### config.mk
export PLATFORM = sky130hd
export DESIGN_NAME = atm_kiosk_arbiter
export DESIGN_NICKNAME = d
export VERILOG_FILES = /design/src/rtl/atm_arb_pkg.sv /design/src/rtl/rr_picker.sv /design/src/rtl/atm_kiosk_arbiter.sv
export SDC_FILE = /design/constraint.sdc
export NUM_CORES = 1
export LEC_CHECK = 0
export CAP_MARGIN = 20
export CORE_UTILIZATION = 35
export DETAILED_ROUTE_END_ITERATION = 10
export PLACE_DENSITY_LB_ADDON = 0.15
export SLEW_MARGIN = 20
export SYNTH_ARGS = -nofsm -noshare
export SYNTH_HDL_FRONTEND = slang
export SYNTH_SLANG_ARGS = --single-unit
### constraint.sdc
create_clock -name clock_i -period 2.5 [get_ports clock_i]
set_input_delay 0.625 -clock clock_i [delete_from_list [all_inputs] [get_ports clock_i]]
set_output_delay 0.625 -clock clock_i [all_outputs]
set_load 0.02 [all_outputs]
### src/rtl/atm_arb_pkg.sv
// Shared types and timing constants for the ATM kiosk arbiter.
package atm_arb_pkg;

  // One-hot session states
  typedef enum logic [2:0] {
    StIdle    = 3'b001,
    StSession = 3'b010,
    StRelease = 3'b100
  } arb_state_e;

  // Cycles the core is held with receivedCard low between sessions
  localparam int unsigned RELEASE_CYCLES = 2;

  // Session cycles during which stale core status flags are ignored
  localparam int unsigned SETTLE_CYCLES = 2;

endpackage

### src/rtl/rr_picker.sv
// Round-robin search: first eligible kiosk strictly after `last`, wrapping.
module rr_picker #(
  parameter int unsigned N_KIOSKS = 4,
  parameter int unsigned IdxW     = 2
) (
  input  logic [N_KIOSKS-1:0] eligible_i,
  input  logic [IdxW-1:0]     last_i,
  output logic                valid_o,
  output logic [IdxW-1:0]     winner_o
);

  // Walk from the farthest candidate to the nearest so the nearest one wins
  always_comb begin
    logic [IdxW-1:0] idx;
    valid_o  = 1'b0;
    winner_o = '0;
    idx      = '0;
    for (int off = int'(N_KIOSKS); off >= 1; off--) begin
      idx = IdxW'((int'(last_i) + off) % int'(N_KIOSKS));
      if (eligible_i[idx]) begin
        valid_o  = 1'b1;
        winner_o = idx;
      end
    end
  end

endmodule

### src/rtl/atm_kiosk_arbiter.sv
// Shares one ATM transaction core among several kiosks, one session at a time.
module atm_kiosk_arbiter
  import atm_arb_pkg::*;
#(
  parameter int unsigned N_KIOSKS = 4,
  parameter int unsigned TIMEOUT  = 1000,
  parameter int unsigned AMOUNT_W = 32
) (
  input  logic                         clock_i,
  input  logic                         reset_i,
  input  logic [N_KIOSKS-1:0]          kiosk_req_i,
  input  logic [4*N_KIOSKS-1:0]        kiosk_digit_i,
  input  logic [N_KIOSKS-1:0]          kiosk_stb_digit_i,
  input  logic [N_KIOSKS-1:0]          kiosk_trans_type_i,
  input  logic [N_KIOSKS-1:0]          kiosk_stb_trans_i,
  input  logic [N_KIOSKS-1:0]          kiosk_stb_amount_i,
  input  logic [AMOUNT_W*N_KIOSKS-1:0] kiosk_amount_i,
  input  logic                         core_balance_updated_i,
  input  logic                         core_insufficient_funds_i,
  input  logic                         core_block_i,
  output logic                         core_received_card_o,
  output logic [3:0]                   core_digit_o,
  output logic                         core_stb_digit_o,
  output logic                         core_trans_type_o,
  output logic                         core_stb_transaction_o,
  output logic                         core_stb_amount_o,
  output logic [AMOUNT_W-1:0]          core_amount_o,
  output logic [N_KIOSKS-1:0]          grant_o,
  output logic [N_KIOSKS-1:0]          done_o,
  output logic [N_KIOSKS-1:0]          timed_out_o
);

  localparam int unsigned IdxW = $clog2(N_KIOSKS);
  localparam int unsigned CntW = (TIMEOUT > 1) ? $clog2(TIMEOUT) : 1;
  localparam int unsigned SetW = $clog2(SETTLE_CYCLES + 1);
  localparam int unsigned RelW = (RELEASE_CYCLES > 1) ? $clog2(RELEASE_CYCLES) : 1;

  localparam logic [CntW-1:0] IdleMax   = CntW'(TIMEOUT - 1);
  localparam logic [SetW-1:0] SettleMax = SetW'(SETTLE_CYCLES);
  localparam logic [RelW-1:0] RelLast   = RelW'(RELEASE_CYCLES - 1);
  localparam logic [IdxW-1:0] LastInit  = IdxW'(N_KIOSKS - 1);

  arb_state_e state_q, state_d;

  logic [N_KIOSKS-1:0] grant_q, grant_d;
  logic [N_KIOSKS-1:0] lock_q, lock_d;
  logic [N_KIOSKS-1:0] done_q, done_d;
  logic [N_KIOSKS-1:0] timed_out_q, timed_out_d;
  logic [IdxW-1:0]     last_q, last_d;
  logic [CntW-1:0]     idle_q, idle_d;
  logic [SetW-1:0]     settle_q, settle_d;
  logic [RelW-1:0]     rel_q, rel_d;

  logic [N_KIOSKS-1:0] eligible;
  logic                pick_valid;
  logic [IdxW-1:0]     pick_idx;
  logic                in_session;
  logic                granted_stb;
  logic                core_flag;

  assign eligible    = kiosk_req_i & ~lock_q;
  assign in_session  = (state_q == StSession);
  assign core_flag   = core_balance_updated_i | core_insufficient_funds_i | core_block_i;
  assign granted_stb = core_stb_digit_o | core_stb_transaction_o | core_stb_amount_o;

  rr_picker #(
    .N_KIOSKS (N_KIOSKS),
    .IdxW     (IdxW)
  ) u_rr_picker (
    .eligible_i (eligible),
    .last_i     (last_q),
    .valid_o    (pick_valid),
    .winner_o   (pick_idx)
  );

  // Route the granted kiosk to the core; everything is zero outside a session
  always_comb begin
    core_digit_o           = '0;
    core_stb_digit_o       = 1'b0;
    core_trans_type_o      = 1'b0;
    core_stb_transaction_o = 1'b0;
    core_stb_amount_o      = 1'b0;
    core_amount_o          = '0;
    if (in_session) begin
      for (int i = 0; i < int'(N_KIOSKS); i++) begin
        if (grant_q[i]) begin
          core_digit_o           = kiosk_digit_i[4*i +: 4];
          core_stb_digit_o       = kiosk_stb_digit_i[i];
          core_trans_type_o      = kiosk_trans_type_i[i];
          core_stb_transaction_o = kiosk_stb_trans_i[i];
          core_stb_amount_o      = kiosk_stb_amount_i[i];
          core_amount_o          = kiosk_amount_i[AMOUNT_W*i +: AMOUNT_W];
        end
      end
    end
  end

  assign core_received_card_o = in_session;
  assign grant_o              = grant_q;
  assign done_o               = done_q;
  assign timed_out_o          = timed_out_q;

  // Next-state: grant selection, session exit checks and release countdown
  always_comb begin
    logic session_end;
    state_d     = state_q;
    grant_d     = grant_q;
    last_d      = last_q;
    idle_d      = idle_q;
    settle_d    = settle_q;
    rel_d       = rel_q;
    done_d      = '0;
    timed_out_d = '0;
    session_end = 1'b0;
    // A lock is forgotten once the card has been seen absent for a cycle
    lock_d      = lock_q & kiosk_req_i;

    unique case (state_q)
      StIdle: begin
        if (pick_valid) begin
          grant_d           = '0;
          grant_d[pick_idx] = 1'b1;
          last_d            = pick_idx;
          idle_d            = '0;
          settle_d          = '0;
          state_d           = StSession;
        end
      end

      StSession: begin
        if (granted_stb) begin
          idle_d = '0;
        end else if (idle_q != IdleMax) begin
          idle_d = idle_q + CntW'(1);
        end
        if (settle_q != SettleMax) begin
          settle_d = settle_q + SetW'(1);
        end

        // Card removal beats completion, which beats timeout
        if (!kiosk_req_i[last_q]) begin
          session_end = 1'b1;
        end else if (core_flag && (settle_q == SettleMax)) begin
          session_end     = 1'b1;
          done_d[last_q]  = 1'b1;
        end else if (idle_q == IdleMax) begin
          session_end          = 1'b1;
          timed_out_d[last_q]  = 1'b1;
        end

        if (session_end) begin
          grant_d        = '0;
          lock_d[last_q] = 1'b1;
          rel_d          = '0;
          state_d        = StRelease;
        end
      end

      StRelease: begin
        if (rel_q == RelLast) begin
          state_d = StIdle;
        end else begin
          rel_d = rel_q + RelW'(1);
        end
      end

      default: begin
        state_d = StIdle;
        grant_d = '0;
      end
    endcase
  end

  // State and bookkeeping registers with synchronous reset
  always_ff @(posedge clock_i) begin
    if (reset_i) begin
      state_q     <= StIdle;
      grant_q     <= '0;
      lock_q      <= '0;
      done_q      <= '0;
      timed_out_q <= '0;
      last_q      <= LastInit;
      idle_q      <= '0;
      settle_q    <= '0;
      rel_q       <= '0;
    end else begin
      state_q     <= state_d;
      grant_q     <= grant_d;
      lock_q      <= lock_d;
      done_q      <= done_d;
      timed_out_q <= timed_out_d;
      last_q      <= last_d;
      idle_q      <= idle_d;
      settle_q    <= settle_d;
      rel_q       <= rel_d;
    end
  end

endmodule

==> run_results.csv <==
group,metric,value,unit
routing,drt_first_pass_iters,5,
setup_path,arrival,1840,ps
global_routing,grtUsageTotal,0.269,
cts,cts_tree,"yes",
cts,clk_pin_slew,60,ps
final_layout,drive_above_1_share,0.192,
setup_path,cp_slowest_stage_delay,430,ps
final_layout,n_fill_cell,687,
synthesis,postSynthCellCount,438,
routing,routed_wl,13.3,mm
routing,vias,4411,
cts,clock_latency,280,ps
synthesis,syn_area_per_cell,6.94,um^2
power_and_ir_drop,peakVddDrop,0.285,mV
synthesis,ys_seq_area_frac,0.224,
setup_path,critPathMaxFanout,1,
hold_path,hold_path_startpoint,"settle_q[1]",
power_and_ir_drop,p_clk_frac,0.128,
setup_path,crit_start,"kiosk_amount_i[39]",
sta,period_minus_slack,2460,ps
synthesis,synthArstFlopShare,0,
synthesis,synth_cell_types,55,
cts,cts_buffers,5,
setup_path,critPathLaunchType,"primary input",
floorplan,rows,33,
final_layout,instances_no_fill,782,
synthesis,yosys_register_bits,34,
floorplan,start_util,0.366,
sta,fmax,0.406,GHz
floorplan,pin_count,222,
setup_path,worstSetupEndpointType,"primary output",
sta,skew,6.33,ps
final_layout,multiInputGateArea,0.00226,mm^2
sta,rsz0062_at_grt,"true",
routing,via_per_inst,5.64,
power_and_ir_drop,p_seq_frac,0.207,
power_and_ir_drop,power.internal,1.83,mW
cts,h-tree-depth,2,
power_and_ir_drop,power.net_switching,1.27,mW
synthesis,mappedNetlistArea,0.00304,mm^2
final_layout,antennaDiodeCount,0,
power_and_ir_drop,power,3.11,mW
global_routing,first_global_vias,3988,
synthesis,syn_nets,613,
synthesis,yosysWarnings,0,
placement,gp_congestion,0.981,
global_routing,grt_max_degree,47,
hold_path,hp-class,"register to register",
setup_path,critical_path.cell_chain,"clkdlybuf4s50_1 > a221oi_2 > nor3_1 > a21oi_1 > nor2_1 > clkdlybuf4s15_2",
floorplan,core_region_area,0.00830,mm^2
routing,ant_nets,0,
sta,relSlewSlack,0.697,
sta,setup_viol,0,
setup_path,path_class,"primary input to primary output",
global_routing,grt_antenna_before_repair,0,
global_routing,grt_pass1_wl,19.2,mm
setup_path,crit_slowest_cell,"clkdlybuf4s50_1",
flow_run,drv_cap,0,
cts,cts_buffer_depth,2,
final_layout,syn_to_final_growth,87.9,%
final_layout,seqCellArea,683,um^2
synthesis,ys.flop_type,"dfxtp_1",
power_and_ir_drop,combPwrFrac,0.664,
placement,dp.cells,772,
routing,wl_per_cell,17.0,um
cts,root_buffer,"clkbuf_8",
sta,slew_violations,0,
routing,drc,0,
power_and_ir_drop,p_leak,2.21,nW
sta,holdWs,482,ps
sta,final_hold_viol_count,0,
cts,holdBufCountCts,0,
placement,post-dp-hpwl,10.0,mm
setup_path,worstPathRequired,1880,ps
power_and_ir_drop,swShare,0.410,
sta,finalCritPeriodShare,0.986,
placement,port_buffers,221,
synthesis,synth_edf_count,0,
status,outcome,"completed",
floorplan,die-area,0.00906,mm^2
sta,worst_pin_slew,442,ps
setup_path,crit-reg2reg-launch,"last_q[0]",
power_and_ir_drop,cellPowerDensity,544,mW/mm^2
floorplan,die_x,95.2,um
global_routing,overflow,0,
floorplan,fp.dieH,95.2,um
cts,clock-sinks,34,
final_layout,fin_nets,853,
routing,drt_iter0_markers,142,
-- kinds of logic after synthesis --
family	share of synthesized area
AO/OA/AOI/OAI	0.329
XOR/XNOR	0.00288
adder cells (fa/ha/maj)	0.0247
buffers and inverters	0.0753
flip-flops	0.224
multiplexers	0.0251
AND/OR/NAND/NOR	0.319
-- registers in the layout, indices dropped and copies added, names as in the netlist --
register / flops
lock_q: 4
settle_q: 2
rel_q: 1
grant_o: 4
state_q: 3
done_o: 4
idle_q: 10
timed_out_o: 4
last_q: 2
-- final cells by class --
type                            count  area share
Multi-Input combinational cell    348       0.395
Tap cell                          105      0.0230
Clock buffer                        6      0.0145
Timing Repair Buffer              270       0.435
Sequential cell                    34       0.120
Inverter                           19      0.0129
-- cell usage in the layout, fill, tap and decap left out, types with 4 or more instances in the layout --
| master | count |
|---|---|
| clkbuf_2 | 23 |
| buf_4 | 42 |
| o21ai_0 | 9 |
| a32oi_1 | 4 |
| a221oi_1 | 25 |
| inv_1 | 18 |
| buf_2 | 13 |
| or3_1 | 4 |
| a221oi_2 | 13 |
| a31oi_1 | 4 |
| nand2_1 | 9 |
| nand2b_1 | 6 |
| nor3_1 | 43 |
| and3_1 | 5 |
| nand3b_1 | 5 |
| buf_12 | 5 |
| nand3_1 | 11 |
| o32ai_1 | 4 |
| clkbuf_8 | 6 |
| o31ai_1 | 5 |
| a21oi_1 | 50 |
| nor2_1 | 84 |
| ha_1 | 6 |
| dfxtp_1 | 32 |
| clkdlybuf4s50_1 | 179 |
| and2_1 | 13 |
-- stage by stage --
step / instance area, um^2 / util / setup WS [ps] / setup TNS, ps
floorplan: 3040 / - / 20.2 / 0
global placement: 5630 / 0.679 / -363 / -9790
detailed placement: 5630 / 0.679 / -385 / -10830
CTS: 5750 / 0.693 / -11.6 / -11.6
global route: 5710 / 0.689 / -17.7 / -35.2
finish: 5710 / 0.689 / 35.6 / 0
-- per-layer routing --
metal	vias up	global-route usage	wire length (um)
li1	2114	-	-
met1	2086	0.335	5340
met2	185	0.460	6670
met3	26	0.0542	959
met4	0	0.0884	344
met5	-	0	0
-- power groups by stage --
| stage | logic, mW | registers (mW) | clock network (mW) |
|---|---|---|---|
| 5_1_grt | 2.23 | 0.649 | 0.432 |
| 6_report | 2.07 | 0.645 | 0.398 |
| 3_5_place_dp | 1.91 | 0.651 | 0 |
| 2_1_floorplan | 1.10 | 0.639 | 0 |
| 3_3_place_gp | 1.86 | 0.646 | 0 |
| 4_1_cts | 1.94 | 0.640 | 0.411 |
-- final timing paths --
kind	endpoint	slack, ps	cells after the start
max	core_amount_o[7]	40	6
min	settle_q[1]	480	2
max reg2reg	grant_o[2]	250	7
min reg2reg	settle_q[1]	480	2
-- synthesized netlist by cell type (all sizes together), types with 2 or more instances --
cell type | count | area [um^2]
or3b | 3 | 26.3
o211ai | 2 | 15.0
a31oi | 4 | 25.0
a41oi | 2 | 17.5
mux2i | 2 | 20.0
nand2 | 10 | 40.0
buf | 7 | 42.5
mux4 | 2 | 45.0
o31ai | 6 | 50.1
or3 | 4 | 25.0
and3 | 5 | 31.3
o31a | 2 | 17.5
a211oi | 4 | 35.0
o21ai | 9 | 45.0
and2 | 13 | 81.3
nor2b | 3 | 18.8
dfxtp | 34 | 681
a221oi | 38 | 333
a21oi | 51 | 255
nand3b | 5 | 37.5
clkbuf | 30 | 113
inv | 19 | 73.8
ha | 6 | 75.1
a32oi | 5 | 43.8
nand3 | 11 | 55.1
nand4bb | 2 | 22.5
nand4 | 3 | 18.8
o32ai | 4 | 35.0
nor2 | 84 | 315
nor3 | 44 | 225
a2111oi | 3 | 51.3
nand2b | 6 | 37.5
o21a | 3 | 22.5
-- worst max-delay path: cells and delay by family --
kind	cells	cell delay [ps]
simple gates	2	130
compound gates	2	390
buf+inv	2	690
-- what timing repair did --
item,4_1_cts,5_1_grt
endpoints found under the setup margin,41,41
resized for setup,98,59
buffers inserted,0,3
cloned,0,1
pin swaps,0,3
Power figures use the tool's default switching activity.
